===== config.mk =====
export PLATFORM = sky130hd
export DESIGN_NAME = pipe_hazard_ctrl
export DESIGN_NICKNAME = d
export VERILOG_FILES = /design/src/rtl/pipe_hazard_ctrl.sv
export SDC_FILE = /design/constraint.sdc
export NUM_CORES = 1
export LEC_CHECK = 0
export CORE_MARGIN = 5
export CORE_UTILIZATION = 53
export DETAILED_ROUTE_END_ITERATION = 16
export PLACE_DENSITY = 0.85
export REMOVE_ABC_BUFFERS = 1
export SYNTH_ARGS = -nofsm -noshare
export SYNTH_HDL_FRONTEND = slang
export SYNTH_SLANG_ARGS = --single-unit

===== constraint.sdc =====
create_clock -name clk -period 4.28 [get_ports clk]
set_input_delay 1.284 -clock clk [delete_from_list [all_inputs] [get_ports clk]]
set_output_delay 1.284 -clock clk [all_outputs]
set_load 0.005 [all_outputs]

===== src/rtl/pipe_hazard_ctrl.sv =====
// rtl/pipe_hazard_ctrl.sv - stall/flush sequencer for the 5-stage pipeline
// Resolves dmem waits, taken branches and load-use hazards; watchdog plus perf counters.
module pipe_hazard_ctrl #(
  parameter int RS_W    = 5,
  parameter int TIMEOUT = 64,
  parameter int CNT_W   = 32
) (
  input  logic             clk,
  input  logic             rst_n,
  input  logic [RS_W-1:0]  rs1_id,
  input  logic [RS_W-1:0]  rs2_id,
  input  logic             rs1_used_id,
  input  logic             rs2_used_id,
  input  logic [RS_W-1:0]  rd_ex,
  input  logic             memread_ex,
  input  logic             branch_taken_ex,
  input  logic             dmem_req_mem,
  input  logic             dmem_ready,
  output logic             pc_en,
  output logic             ifid_en,
  output logic             ifid_flush,
  output logic             idex_en,
  output logic             idex_flush,
  output logic             exmem_en,
  output logic             memwb_bubble,
  output logic             mem_timeout,
  output logic [CNT_W-1:0] stall_cnt,
  output logic [CNT_W-1:0] flush_cnt
);

  localparam int WC_W = $clog2(TIMEOUT) + 1;

  typedef enum logic [1:0] {
    RUN  = 2'd0,
    WAIT = 2'd1,
    ERR  = 2'd2
  } state_t;

  state_t           state, state_d;
  logic [WC_W-1:0]  wait_cnt, wait_cnt_d;
  logic             timeout_d;
  logic             mw, lu, br, flush_ev;

  assign mw = dmem_req_mem & ~dmem_ready;
  assign br = branch_taken_ex;
  assign lu = memread_ex & (rd_ex != '0) &
              ((rs1_used_id & (rs1_id == rd_ex)) | (rs2_used_id & (rs2_id == rd_ex)));

  always_comb begin
    state_d    = state;
    wait_cnt_d = wait_cnt;
    timeout_d  = mem_timeout;
    case (state)
      RUN: begin
        if (mw) begin
          state_d    = WAIT;
          wait_cnt_d = WC_W'(1);
        end
      end
      WAIT: begin
        if (!mw) begin
          state_d    = RUN;
          wait_cnt_d = '0;
        end else if (wait_cnt == WC_W'(TIMEOUT - 1)) begin
          // wait_cnt already counts the cycle that entered WAIT, so this is stall cycle TIMEOUT
          state_d   = ERR;
          timeout_d = 1'b1;
        end else begin
          wait_cnt_d = wait_cnt + WC_W'(1);
        end
      end
      ERR:     state_d = ERR;
      default: state_d = RUN;
    endcase
  end

  always_comb begin
    pc_en        = 1'b0;
    ifid_en      = 1'b0;
    ifid_flush   = 1'b0;
    idex_en      = 1'b0;
    idex_flush   = 1'b0;
    exmem_en     = 1'b0;
    memwb_bubble = 1'b0;
    flush_ev     = 1'b0;
    if (!rst_n) begin
      memwb_bubble = 1'b0;
    end else if (state == ERR || mw) begin
      memwb_bubble = 1'b1;
    end else if (br) begin
      pc_en      = 1'b1;
      ifid_en    = 1'b1;
      ifid_flush = 1'b1;
      idex_en    = 1'b1;
      idex_flush = 1'b1;
      exmem_en   = 1'b1;
      flush_ev   = 1'b1;
    end else if (lu) begin
      idex_en    = 1'b1;
      idex_flush = 1'b1;
      exmem_en   = 1'b1;
    end else begin
      pc_en    = 1'b1;
      ifid_en  = 1'b1;
      idex_en  = 1'b1;
      exmem_en = 1'b1;
    end
  end

  always_ff @(posedge clk or negedge rst_n) begin
    if (!rst_n) begin
      state       <= RUN;
      wait_cnt    <= '0;
      mem_timeout <= 1'b0;
      stall_cnt   <= '0;
      flush_cnt   <= '0;
    end else begin
      state       <= state_d;
      wait_cnt    <= wait_cnt_d;
      mem_timeout <= timeout_d;
      if (!pc_en && stall_cnt != '1)
        stall_cnt <= stall_cnt + CNT_W'(1);
      if (flush_ev && flush_cnt != '1)
        flush_cnt <= flush_cnt + CNT_W'(1);
    end
  end

endmodule

---- Word level (Yosys, flattened, before mapping) ----
Cells that the tools add are included.
storage, ports and cells
  logic and storage cells ................. 58
  output and inout port bits .............. 72
  register bits ........................... 74
  bits of input ports ..................... 23
cells by class
  equality and inequality tests ........... 10
  $add $sub $neg .......................... 3
  bitwise logic cells ..................... 7
  reduce and logical (&&, ||, !) cells .... 10
  muxes and demuxes ....................... 23
operator list
  operator                 count
  $add A32 B1 Y32 const B  2
  $ne A32 B32 Y1 const B   2
  $mux W7                  3
  $mux W1                  15
  $pmux W7 S2              1
  $eq A5 B5 Y1             2
  $add A7 B1 Y7 const B    1
  $eq A7 B6 Y1 const B     1
  $mux W2                  3
  $ne A3 B3 Y1 const B     2
  $pmux W2 S3              1
  $reduce_and A3 Y1        2
  $and A1 B1 Y1            5
  $reduce_bool A5 Y1       1
  $eq A2 B1 Y1 const B     1
  $eq A2 B2 Y1 const B     1
  $logic_and A1 B1 Y1      2
  $logic_not A2 Y1         1
  $ne A2 B2 Y1 const B     1
  $reduce_and A2 Y1        1
  $reduce_bool A2 Y1       1
  $logic_not A1 Y1         1
  $logic_or A1 B1 Y1       1
  $not A1 Y1               1
  $or A1 B1 Y1             1

---- Longest topological paths before layout ----
Gate-level depths: netlist (run 1).
  word-level depth ........................ 10
  depth in mapped cells ................... 8
  depth with buffers taken out ............ 7

---- Worst setup path after synthesis (run 1) ----
OpenSTA, ideal clock, no wires.
  path type ............................... input to output
  from .................................... input port rd_ex[1]
  to ...................................... output port pc_en
  stages .................................. 5
  buffers on the path ..................... 1
  setup slack ............................. 0.509 ns
  required time ........................... 2.996 ns
  data arrival time ....................... 2.487 ns
  cell sequence ........................... or4_1 o21ai_0 o31ai_4 inv_2 buf_4
on the way
  word-level cells in the longest chain between the ends .. 8
  elaborated cells between the ends (all ways) .. 12
  classes of those cells .................. 2 x eq/ne; 4 x mux; 5 x bitwise; 1 x reduce/logical
RTL lines
  what                     RTL line  RTL
  start: declaration       14        input logic [RS_W-1:0] rd_ex,
  $eq A5 B5 Y1             47        ((rs1_used_id & (rs1_id == rd_ex)) | (rs2_used_id & (rs2_id == rd_ex)));
  $and A1 B1 Y1            47
  $or A1 B1 Y1             47
  $and A1 B1 Y1 *          46        assign lu = memread_ex & (rd_ex != '0) &
  $mux W1 * (4 in series)  n/a
  end: declaration         19        output logic pc_en,
Mark *: on every way between the ends. The rest lies on a longest branch, timed or not.

---- Worst setup path in the final report (run 1) ----
  from .................................... input port rs2_id[0]
  to ...................................... output port pc_en
on the way
  word-level cells in the longest chain between the ends .. 8
RTL lines
  what                RTL line  RTL
  start: declaration  11        input logic [RS_W-1:0] rs2_id,
  $eq A5 B5 Y1        47
  $and A1 B1 Y1       47
  $or A1 B1 Y1        47
  $and A1 B1 Y1       46
  $mux W1             98        end else if (lu) begin
  $mux W1             90        end else if (br) begin
  $mux W1             88        end else if (state == ERR || mw) begin
  $mux W1             86        if (!rst_n) begin
Every way passes these cells.

==> flow_results.org, run 1 <==
** Setup path
- Required time of the critical path :: 3.00 ns
- R2r setup slk :: 1.25 ns
- Max Fanout on Critical Path :: 3
- The worst setup path is of the input pin to output pin kind.
- In this run the critical register-to-register path is captured at flush_cnt[3]$_DFFE_PN0P_.
- The number of cells on the worst reg-to-reg path is 7.
- Worst setup SP type :: input pin
- Startpoint of the worst-slack reg-to-reg timing path :: flush_cnt[0]$_DFFE_PN0P_
- For the worst setup path, the data arrival time is 2.89 ns.
- The worst setup path is captured at an output pin.

** Route
- DRC :: 0
- The first routing iteration left 174 violations.
- Total length of routed wires :: 9236 um
- Detailed routing inserted a total of 3,353 vias.
- Number of vias per cell :: 5.616
- Routed len/inst :: 15.47 um
- The count of nets left with antenna violations once routing finished came out at 0.
- The first TritonRoute pass finished after 4 iterations.

** Global routing
- The number of antenna violations at the first check in global routing is 0.
- Global routing used 21.70% of the available tracks across all layers.
- For this run the aggregate overflow at the end of global routing stands at 0.
- Entering global routing, the biggest net connects 39 pins.
- Wire length of the first global-routing pass :: 15,550 um
- The via count of the first global-routing pass is 3,235.

** Min path
- Endpoint of the worst hold path :: mem_timeout$_DFFE_PN0P_
- The worst hold path begins at mem_timeout$_DFFE_PN0P_.
- Counting instances, the worst hold path has a depth of 1.
- The min-delay analysis places its worst path in the category flop to flop.

** Place
- Detailed placement ended at an HPWL of 6802 um.
- Routability-driven placement finished with a final weighted congestion of 0.8883.
- The count of buffers added on input and output ports is 94.
- Once placement finished, the instance area stood at 0.004907 mm^2.
- Prior to clock tree synthesis, the placed netlist has a worst setup slack of -0.2953 ns.
- Total placed cells including tap cells :: 578

** Clocking
- Cell chosen for the clock root :: clkbuf_8
- The H-tree generated during clock tree synthesis spans 3 levels.
- Reg clk slew, reported paths :: 0.07 ns
- In this run, CTS created clock tree buffers numbering 9.
- For the worst-skew pair, the clock arrives at the later sink with an insertion delay of 0.33 ns.
- TritonCTS built the clock tree.
- No sink is reached through more buffers than the 2 on the longest clock path.
- CTS saw 74 sinks.

** Timing
- Setup repair after global routing left no endpoint under its margin.
- Worst Tran Pin Value :: 0.9055 ns
- Setup TNS :: 0 ns
- Counting I/O delays and the setup requirement, the final critical path takes 4.178 ns.
- Number of slew-limit violations in the final report :: 0
- Share of the clock period used by the worst path :: 97.62%
- The worst pin sits at a relative slew slack of 39.23%.
- Clock Skews :: 0.009036 ns
- Setup violations remaining at the end of the flow were counted as 0.
- FMAX :: 239.3 MHz
- Crit path setup slack, layout :: 0.1019 ns
- The final number of hold-violating endpoints came to 0.

** Floorplan
- The core region is 0.007137 mm^2.
- Chip height :: 94.86 um
- Die W :: 94.86 um
- Number of top-level pins :: 95
- The floorplan has 31 rows.
- The die covers 0.008997 mm^2.
- Once the floorplan was initialized, standard cells occupied 53.47% of the core.

** Cells and area
- Excluding fillers, the count of instances in the completed layout stands at 597.
- Final design area excluding fillers :: 0.005101 mm^2
- 0 antenna diodes ended up in the layout.
- For this run, the post-layout net count is 520.
- Of the cells placed in the final design, the portion with a size suffix greater than 1 is 8.233%.
- Relative to the synthesized area, the layout overhead comes to 33.67%.
- Finished Core Util :: 71.48%

** Run status
- Result of the run :: finished, final reports clean

** Logic synthesis
- Area of the mapped netlist :: 0.003816 mm^2
- FF+latch count, synth :: 74
- Per-instance average area after synthesis :: 9.912 um^2
- Number of distinct library cell variants in the gate-level netlist after synthesis :: 43
- Primary FF master, synth :: dfrtp_1
- After synthesis, the share of flip-flops with an asynchronous set or reset is 100.0%.
- Summing the sequential cell areas from Yosys gives 48.52% of the chip area.
- EDFF count, synth :: 0
- Synthesis handed over a netlist of 385 instances.
- Yosys printed 0 warnings.

** Power
- Leakage power figure :: 2.132 nW
- Across the VDD grid, the largest voltage drop is 0.0002935 V.
- Power spread over the standard cell area amounts to 324.0 mW/mm^2.

** Run
- Number of maximum-capacitance constraint violations :: 0
## critical path: stages
cell and delay [ns]:
clkdlybuf4s50_1 0.41, xor2_1 0.15, nor4_1 0.30, a32oi_1 0.12, buf_4 0.17, o31ai_4 0.24, inv_2 0.10, buf_6 0.13
## how the worst max path moves through the flow
stage	from	endpoint	slack, ns	depth (start not counted)
after detailed placement	rd_ex[1]	pc_en	-0.30	7
after floorplan	rd_ex[3]	ifid_en	0.36	5
final	rs2_id[0]	pc_en	0.10	8
after global routing	dmem_ready	ifid_flush	0.02	6
after CTS	rs1_id[1]	ifid_en	-0.04	8
after global placement	rd_ex[1]	ifid_en	-0.26	7
## registers in the layout, summed over array words and instances, names as in the netlist
register / count
flush_cnt: 32
stall_cnt: 32
wait_cnt: 7
state: 2
mem_timeout: 1
## power breakdown
group          switching, mW  total, mW  internal, mW
clock network          0.235      0.474         0.239
logic                  0.136      0.331         0.195
registers             0.0885      0.848         0.759
## area by class of cell
cell class / count / area, um^2
clock inverter: 2 / 12.51
multi-input combinational: 293 / 1888
timing repair buffer: 108 / 1036
fill: 577 / 2036
inverter: 8 / 30.03
clock buffer: 13 / 158.9
sequential: 74 / 1852
tap: 99 / 123.9
## per-stage QoR
stage / total power [mW] / hold WS (ns)
5_1_grt: 1.749 / 0.5037
3_5_place_dp: 1.192 / 0.4638
4_1_cts: 1.669 / 0.4842
2_1_floorplan: 0.9792 / 0.4678
6_report: 1.653 / 0.4768
3_3_place_gp: 1.176 / 0.4641
## cell usage in the layout, fill, tap and decap left out, types with 3 or more instances in the layout
cell type        Yosys  layout
buf_4                2      15
nor2_1              23      23
or4_1                4       4
o21a_1               3       3
a31oi_1              3       3
dlymetal6s2s_1       0       3
dfrtp_1             74      74
nor3_1              14      14
and3_1              19      19
o21ai_0              6       6
dlygate4sd2_1        0       5
xor2_1              19      19
inv_1                7       6
clkbuf_8             0      11
clkdlybuf4s50_1      0      82
nand4_1             21      21
nand3_1             52      52
nand2_1             27      27
and2_1               5       5
nor4_1               7       7
ha_1                 3       3
mux2_2               4       4
nand2b_1             6       6
xnor2_1             47      47
and4_1               6       6
## routing by layer
metal	share of wire [%]	GRT usage, %	up-vias
met3	4.4	3.187	14
met5	0	0	-
met1	44	29.71	1650
met4	1.8	8.053	0
met2	50	35.00	96
li1	-	-	1593
## cells in the mapped netlist, types with 5 or more instances
library cell / instances / area [um^2]
nand4_1: 21 / 131.4
nand3_1: 52 / 260.3
and4_1: 6 / 52.55
dfrtp_1: 74 / 1852
and2_1: 5 / 31.28
xor2_1: 19 / 166.4
nor2_1: 23 / 86.33
nand2_1: 27 / 101.4
and3_1: 19 / 118.9
xnor2_1: 47 / 411.6
clkbuf_1: 7 / 26.28
o21ai_0: 6 / 30.03
nor3_1: 14 / 70.07
nand2b_1: 6 / 37.54
nor4_1: 7 / 43.79
inv_1: 7 / 26.28
## cell families after synthesis
group / count (synthesis) / share of synthesized area, %
adder cells (fa/ha/maj): 3 / 0.9837
AO/OA/AOI/OAI: 26 / 4.820
XOR/XNOR: 66 / 15.15
multiplexers: 5 / 1.443
flip-flops: 74 / 48.52
AND/OR/NAND/NOR: 193 / 27.08
buffers and inverters: 18 / 2.000
## timing repair
action	CTS	global route
buffers inserted	4	0
pin swaps	4	4
gates resized for setup	12	8
endpoints found under the setup margin	3	4
hold buffers	0	0
No activity file was read; power rests on OpenSTA's default activity.
==> run 2: changes to the inputs <==
TNS_END_PERCENT = 30   (was unset)
==> flow_results.org, run 2 (synthesized netlist as in run 1, its figures left out) <==
** Timing
- Clock Skews :: 0.008818 ns (was 0.009036 ns)
- The final number of hold-violating endpoints came to 0 (unchanged).
- Share of the clock period used by the worst path :: 97.91% (was 97.62%)
- Time the worst path needs with I/O delays and setup :: 4.190 ns (was 4.178 ns)
- Unrepaired setup endpoints after global routing :: true (was false)
- Number of slew-limit violations in the final report :: 0 (unchanged)
- The maximum achievable frequency came to 238.6 MHz (was 239.3 MHz).
- The number of endpoints failing setup at the final stage is 0 (unchanged).
- Worst Tran Pin Value :: 0.9243 ns (was 0.9055 ns)
- Worst rel slew slack :: 37.97% (was 39.23%)

** Setup path
- Series of cell instances along the critical path: clkdlybuf4s50_1 -> xor2_1 -> nor4_1 -> a32oi_1 -> buf_4 -> o31ai_4 -> inv_2 -> buf_2 (was clkdlybuf4s50_1 -> xor2_1 -> nor4_1 -> a32oi_1 -> buf_4 -> o31ai_4 -> inv_2 -> buf_6).
- The kind of cell adding the most delay to the critical path is buffers and inverters (unchanged).
- Worst path bufs/invs :: 4 (unchanged)
- Max stage delay on crit path :: 0.41 ns (about the same)
- Kind of end point of the critical path :: output pin (unchanged)
- Path type of the worst setup path :: input pin to output pin (unchanged)
- The critical-path maximum fanout is 3 (unchanged).
- Endpoint arrival time on the critical path :: 2.91 ns (was 2.89 ns)
- The master of the slowest instance on the critical path is clkdlybuf4s50_1 (unchanged).
- Worst setup SP type :: input pin (unchanged)
- The required time at the endpoint of the critical path is 3.00 ns (about the same).

** Cells and area
- The non-filler instance count after layout is 596 (was 597).
- The diode insertion count for antenna repair is 0 (unchanged).
- Commonest cells after routing, fill and taps aside: clkdlybuf4s50_1 (84), dfrtp_1 (74), nand3_1 (52) (was clkdlybuf4s50_1 (82), dfrtp_1 (74), nand3_1 (52)).
- The fraction of final layout cells with drive strength greater than 1 came to 8.048% (was 8.233%).
- Area growth syn-to-layout :: 33.18% (was 33.67%)
- The leading cell type in the layout, fill and taps excluded was clkdlybuf4s50_1 (unchanged).
- The number of nets at the end of the flow was 519 (was 520).
- Filler instances :: 578 (was 577)
- Largest registers: flush_cnt: 32 flops, stall_cnt: 32 flops, wait_cnt: 7 flops (unchanged).

** Floorplan
- Die W :: 94.86 um (unchanged)
- The die height came to 94.86 um (unchanged).
- Number of top-level pins :: 95 (unchanged)
- The initial standard-cell utilization of the core is 53.47% (unchanged).
- The floorplan row count was 31 (unchanged).
- Placeable core region :: 0.007137 mm^2 (unchanged)
- The full die area came to 0.008997 mm^2 (unchanged).

** Route
- The post-detailed-route via-to-cell ratio came to 5.579 (was 5.616).
- Total length of routed wires :: 9241 um (was 9236 um)
- Via count :: 3,325 (was 3,353)
- The detailed router's first-iteration violation count is 165 (was 174).
- Routed len/inst :: 15.51 um (was 15.47 um)
- The number of iterations in the first detailed-routing pass is 4 (unchanged).
- Post-route antenna net violation count :: 0 (unchanged)
- The final routed DRC violation total was 0 (unchanged).

** Clocking
- Clk sinks :: 74 (unchanged)
- The library cell used as clock root buffer was clkbuf_8 (unchanged).
- Clock Latency Late Sink :: 0.33 ns (about the same)
- Htree depth :: 3 (unchanged)
- The clock edge transition at the registers on the reported setup and hold paths was 0.07 ns (about the same).
- The number of buffers added by the clock tree synthesis step came to 9 (unchanged).
- Hold Buf Count CTS :: 0 (unchanged)
- Maximum clock insertion buffer count :: 2 (unchanged)
- The TritonCTS clock tree is done (unchanged).

** Power
- Maximum VDD drop :: 0.0002940 V (was 0.0002935 V)
- The power density of the placed cells came to 325.4 mW/mm^2 (was 324.0 mW/mm^2).
- The overall power consumption was 1.654 mW (was 1.653 mW).
- The leakage power summed over all cells was 2.108 nW (was 2.132 nW).

** Min path
- The type of the worst min-delay path was flop to flop (unchanged).

** Global routing
- The overall track demand over capacity in global routing came to 21.67% (was 21.70%).
- The largest net degree at the start of global routing came to 39 (unchanged).
- Wire length of the first global-routing pass :: 15,530 um (was 15,550 um)
- Vias in the first global route :: 3,230 (was 3,235)
- The global-route congestion overflow total was 0 (unchanged).
- The number of antenna violations at the first check in global routing came to 0 (unchanged).

** Run status
- Result of the run :: finished, final reports clean (unchanged)

** Place
- The number of port buffers came to 94 (unchanged).
- The final HPWL from detailed placement was 6802 um (unchanged).
- Placer congestion estimate :: 0.8883 (unchanged)
- Total placed cells including tap cells :: 578 (unchanged)

** Run
- The number of maximum-capacitance violations came to 0 (unchanged).
-- run 2: cell count changes in the layout (fill, tap and decap cells not counted) --
cell	change
buf_2	+1
buf_4	-1
buf_6	-1
clkdlybuf4s50_1	+2
dlymetal6s2s_1	-2
-- run 2: through the flow --
step / utilization (%) / worst slack (ns) / hold WS, ns / setup TNS, ns / instance area, um^2
after floorplan: - / 0.3622 / 0.4678 / 0 / 3770
after global placement: 68.76 / -0.2574 / 0.4641 / -0.7592 / 4907
after detailed placement: 68.76 / -0.2953 / 0.4638 / -0.8420 / 4907
after CTS: 71.20 / -0.04761 / 0.4842 / -0.04761 / 5081
after global routing: 71.21 / -0.03664 / 0.5037 / -0.05276 / 5082
final: 71.21 / 0.08953 / 0.4774 / 0 / 5082
-- run 2: worst register-to-register path, stage by stage, from the launching register on --
cell     delay, ns
dfrtp_1       0.43
ha_1          0.20
nand3_1       0.17
nor3_2        0.52
nand4_1       0.42
o21ai_1       0.84
nor2_1        0.14
xor2_1        0.20
-- run 2: layer usage --
| layer | routed length (um) | vias up | global-route usage (%) | part of all wire (%) |
|---|---|---|---|---|
| met2 | 4590 | 81 | 34.88 | 50 |
| li1 | - | 1592 | - | - |
| met4 | 163 | 0 | 8.053 | 1.8 |
| met1 | 4105 | 1638 | 29.71 | 44 |
| met3 | 382 | 14 | 3.187 | 4.1 |
| met5 | 0 | - | 0 | 0 |
-- run 2: power by group --
part	total [mW]	internal, mW	switching (mW)
clock	0.476	0.239	0.237
combinational	0.330	0.194	0.137
sequential	0.848	0.759	0.0881
-- run 2: final timing paths --
| path | cells past startpoint | endpoint | from | slack [ns] |
|---|---|---|---|---|
| hold reg to reg | 1 | mem_timeout$_DFFE_PN0P_ | mem_timeout$_DFFE_PN0P_ | 0.48 |
| hold / removal | 1 | mem_timeout$_DFFE_PN0P_ | mem_timeout$_DFFE_PN0P_ | 0.48 |
| max in group asynchronous | 2 | flush_cnt[10]$_DFFE_PN0P_ | rst_n | 2.91 |
| min in group asynchronous | 2 | flush_cnt[31]$_DFFE_PN0P_ | rst_n | 1.04 |
| setup / recovery | 8 | pc_en | rs1_id[2] | 0.09 |
| setup reg to reg | 7 | flush_cnt[3]$_DFFE_PN0P_ | flush_cnt[0]$_DFFE_PN0P_ | 1.24 |
-- run 2: what timing repair did --
item | in CTS | in global routing
gates resized for setup | 12 | 5
endpoints found under the setup margin | 3 | 3
pin swaps | 4 | 3
buffers inserted | 2 | 1
-- run 2: final cells by class --
class	count	area, um^2	area share (%)
timing repair buffer	107	1017	20.01
inverter	8	30.03	0.5908
clock inverter	2	12.51	0.2462
clock buffer	13	158.9	3.127
multi-input combinational	293	1888	37.15
sequential	74	1852	36.44
tap	99	123.9	2.437
==> RTL edit 1 (settings of run 1) <==
Change the parameter `RS_W` from 5 to 7.
--- a/src/rtl/pipe_hazard_ctrl.sv
+++ b/src/rtl/pipe_hazard_ctrl.sv
@@ -1,7 +1,7 @@
 // rtl/pipe_hazard_ctrl.sv - stall/flush sequencer for the 5-stage pipeline
 // Resolves dmem waits, taken branches and load-use hazards; watchdog plus perf counters.
 module pipe_hazard_ctrl #(
-  parameter int RS_W    = 5,
+  parameter int RS_W    = 7,
   parameter int TIMEOUT = 64,
   parameter int CNT_W   = 32
 ) (
Ports: changed (resized rd_ex, rs1_id and rs2_id); port bits go from 95 to 101. The function was not compared with the original's and may differ.
==> RTL edit 1 against run 1 <==
- worst setup slack better by 0.023 ns
- power up 7.6%
- area after synthesis down 1.1%
- sequential share of layout area down 0.41 points
- register-to-register slack better by 0.74 ns
- routed wire length down 2.6%
- final area up 1.1%
- critical path depth down 3
- die area down 1.0%
- clock skew up 0.0019 ns
- sequential cell count unchanged
- synthesized cell count down 7.8%
- critical endpoint is now ifid_flush
==> RTL edit 1: results (changes against run 1) <==
| Metric | Value |
|---|---|
| Run status | `finished, final reports clean` |
| Delay of the slowest cell on the worst path | `0.52 ns (+0.11 ns)` |
| Setup Skew | `0.0109 ns (+0.00190 ns)` |
| Met2 wire len | `4.49 mm (-2.1%)` |
| Worst EP arrival | `2.87 ns (-0.02 ns)` |
| Final critical-path required period | `4.16 ns (-0.0227 ns)` |
| First-pass GRT wire length | `14.7 mm (-5.6%)` |
| Total Routed Length | `9.00 mm (-2.6%)` |
| Most instantiated cells after synthesis | `dfrtp_1, xnor2_1, nand2_1, nand4_1, nand3_1` |
| FF-to-FF setup slack | `1.99 ns (+0.74 ns)` |
| M1 wire length | `3.88 mm (-4.7%)` |
| Register area share after synthesis | `49.1% (+0.55 points)` |
| CLK BUF | `11 (-2)` |
| Ys flop type | `dfrtp_1` |
| Final GP Congestion | `0.883 (-0.57%)` |
| Fillcell total | `498 (-14%)` |
| Post-Synthesis Cells | `355 (-7.8%)` |
| Antenna Cells | `0 (unchanged)` |
| Cts bufs inserted | `9 (unchanged)` |
| Post-synthesis compound-gate area fraction | `4.31% (-0.51 points)` |
| All-layer global routing usage | `20.9% (-0.80 points)` |
| Beginning of the critical path | `dmem_ready` |
| Number of port buffers | `100 (+6.4%)` |
| Grt met3 use | `5.82% (+2.6 points)` |
| Final net count | `498 (-4.2%)` |
| Top cells by area, synth | `dfrtp_1, xnor2_1, nand4_1` |
| Multi-input gate area | `0.00186 sq mm (-1.7%)` |
| Mux cell area share after synthesis | `0.597% (-0.85 points)` |
| Met3 wire length | `441 microns (+7.3%)` |
| Layout area overhead | `36.7%` |
| Slew margin rel. | `38.7% (-0.51 points)` |
| Layout cells sized above 1 | `10.0% (+1.8 points)` |
| Share of the synthesized area in the top cell type | `49.1% (+0.55 points)` |
| CP endpoint | `ifid_flush` |
| Final HPWL DP | `6.47 mm (-4.9%)` |
| M1 GR Usage | `26.7% (-3.0 points)` |
| CP Max Fanout | `6 (+3)` |
| Crit Reg-Reg Endpoint | `flush_cnt[13]` |
| M2 GR Usage | `33.9% (-1.1 points)` |
| Dpl cells | `548 (-5.2%)` |
| Register area | `0.00185 sq mm (unchanged)` |
| Pin count of the biggest net entering global routing | `75 (+92%)` |
| Placement Cell Area | `0.00489 sq mm (-0.26%)` |
| Multi-input logic cell count | `266 (-9.2%)` |
| Max IR drop VDD | `0.310 mV (+5.5%)` |
| R2r startpoint | `flush_cnt[14]` |
| Via Count | `3083 (-8.1%)` |
| DR iter-0 viols | `106 (-39%)` |
| Synth cell types | `47 (+9.3%)` |
| Inverters | `6 (-2)` |
| Buffers, non-clock | `109 (+0.93%)` |
| Hold slack | `0.467 ns (-0.00992 ns)` |
| Vias per cell | `5.45 (-3.0%)` |
| Final-layout non-clock buffer area share | `21.0% (+0.65 points)` |
| Router iterations before antenna repair | `4 (unchanged)` |
RTL edit 1: cell count changes in the layout (fill, tap and decap cells not counted), sizes merged, moves of 5 or more:
cell and change:
xor2 -8, nand4 +10, a21oi +5, nor2 -10, xnor2 +18, nand3 -28
clkdlybuf4s50 +7, nor3 -6, buf -6
RTL edit 1: repair_timing:
item | in CTS | in global routing
pin swaps | 3 | 4
hold buffers | 0 | 0
endpoints found under the setup margin | 3 | 4
resized for setup | 9 | 6
buffers inserted | 1 | 2
RTL edit 1: cells by family after synthesis:
group                    Yosys count
AO/OA/AOI/OAI                     26
buffers and inverters             15
adder cells (fa/ha/maj)            3
flip-flops                        74
multiplexers                       2
XOR/XNOR                          76
AND/OR/NAND/NOR                  159
RTL edit 1: power by group:
group          switching [mW]  internal [mW]  leakage [nW]
combinational           0.126          0.196          1.11
clock                   0.255          0.357         0.108
sequential             0.0865          0.758          1.00
==> RTL edit 2 (flow settings as in run 1) <==
Made on the original files. Encoding of `state_t`: now one-hot (3 bits for 3 states).
--- a/src/rtl/pipe_hazard_ctrl.sv
+++ b/src/rtl/pipe_hazard_ctrl.sv
@@ -30,10 +30,10 @@
 
   localparam int WC_W = $clog2(TIMEOUT) + 1;
 
-  typedef enum logic [1:0] {
-    RUN  = 2'd0,
-    WAIT = 2'd1,
-    ERR  = 2'd2
+  typedef enum logic [2:0] {
+    RUN  = 3'b001,
+    WAIT = 3'b010,
+    ERR  = 3'b100
   } state_t;
 
   state_t           state, state_d;
Formal check against the unedited RTL: no difference found for any inputs over 10 cycles, from zero or initial values and one cycle with rst_n low; not proved beyond that.
==> RTL edit 2 against run 1 <==
- final area is 1.6% higher
- worst setup slack lost 0.036 ns
- area after synthesis decreased by 0.33%
- critical path depth down 2
- sequential cell count is 1 higher
- power grew 13%
- routed wire length fell by 1.9%
- combinational power up 10%
- critical path type unchanged
==> RTL edit 2: results (changes against run 1) <==
| Metric | Value |
|---|---|
| R2R cell count | `6 (-1)` |
| Max IR drop VDD | `0.295 mV (+0.38%)` |
| WL/cell | `15.5 microns (about the same)` |
| Vias per cell | `5.47 (-2.6%)` |
| Slowest-stage cell, CP | `or4_4` |
| Tightest Pin Transition | `0.833 ns (-0.0729 ns)` |
| Top cells by area, synth | `dfrtp_1, xnor2_1, xor2_1` |
| M1 wire length | `3.87 mm (-4.9%)` |
| Final HPWL DP | `6.68 mm (-1.8%)` |
| Clk power | `0.640 mW (+35%)` |
| Grt met3 use | `5.82% (+2.6 points)` |
| First-pass GRT wire length | `15.2 mm (-2.3%)` |
| Sw power | `0.490 mW (+6.5%)` |
| Post CTS Setup Buffer Count | `0 (-4)` |
| Run status | `finished, final reports clean` |
| DR iter-0 viols | `157 (-9.8%)` |
| Synth cell types | `50 (+16%)` |
| Final net count | `512 (-1.5%)` |
| Fillcell total | `497 (-14%)` |
| Delay of the slowest cell on the worst path | `0.54 ns (+0.13 ns)` |
| Crit Reg-Reg Endpoint | `flush_cnt[25]` |
| M2 GR Usage | `35.6% (+0.59 points)` |
| Setup Skew | `0.00908 ns (+0.0000446 ns)` |
| Pin count of the biggest net entering global routing | `68 (+74%)` |
| Met2 wire len | `4.61 mm (+0.37%)` |
| Inverters | `14 (+6)` |
| Multi-input logic cell count | `280 (-4.4%)` |
| Hold slack | `0.467 ns (-0.00986 ns)` |
| Buffers, non-clock | `106 (-1.9%)` |
| CLK BUF | `11 (-2)` |
| Sw Ratio | `26.2% (-1.7 points)` |
| All-layer global routing usage | `21.4% (-0.35 points)` |
| Register area | `0.00188 sq mm (+1.4%)` |
| M1 GR Usage | `27.3% (-2.4 points)` |
| R2r startpoint | `flush_cnt[14]` |
| Worst EP arrival | `2.93 ns (+0.04 ns)` |
| Layout cells sized above 1 | `10.8% (+2.6 points)` |
| # resized after CTS | `4 (-8)` |
| Final GP Congestion | `0.867 (-2.4%)` |
| Post-synthesis compound-gate area fraction | `4.93% (+0.11 points)` |
| Clk tree area frac | `4.44% (+1.1 points)` |
| Number of global-route vias before repair | `3248 (+0.40%)` |
| Sequential logic power | `0.869 mW (+2.5%)` |
| Met3 wire length | `461 microns (+12%)` |
| Register area share after synthesis | `49.4% (+0.85 points)` |
| Multi-input logic portion of the cell area | `36.1% (-0.89 points)` |
RTL edit 2: how the worst max path moves through the flow:
stage	start	to	slack (ns)	depth (start not counted)
after floorplan	rd_ex[1]	ifid_en	0.58	4
after global placement	rd_ex[1]	ifid_en	-0.24	6
after detailed placement	rd_ex[1]	pc_en	-0.27	6
after CTS	rd_ex[1]	ifid_en	-0.25	6
after global routing	rd_ex[1]	pc_en	-0.005	6
final	rd_ex[1]	pc_en	0.07	6
RTL edit 2: critical path: cells and delay by family:
family	cells	cell delay, ns
compound gates	2	0.37
buf+inv	3	0.74
simple gates	1	0.54
RTL edit 2: stage by stage:
stage / area, sq um / setup WS [ns] / cells / util, %
after floorplan: 3770 / 0.584 / 369 / -
after global placement: 4910 / -0.239 / 571 / 71.2
after detailed placement: 4910 / -0.271 / 571 / 71.2
after CTS: 5150 / -0.254 / 586 / 74.5
after global routing: 5180 / -0.00479 / 586 / 75.0
final: 5180 / 0.0657 / 586 / 75.0
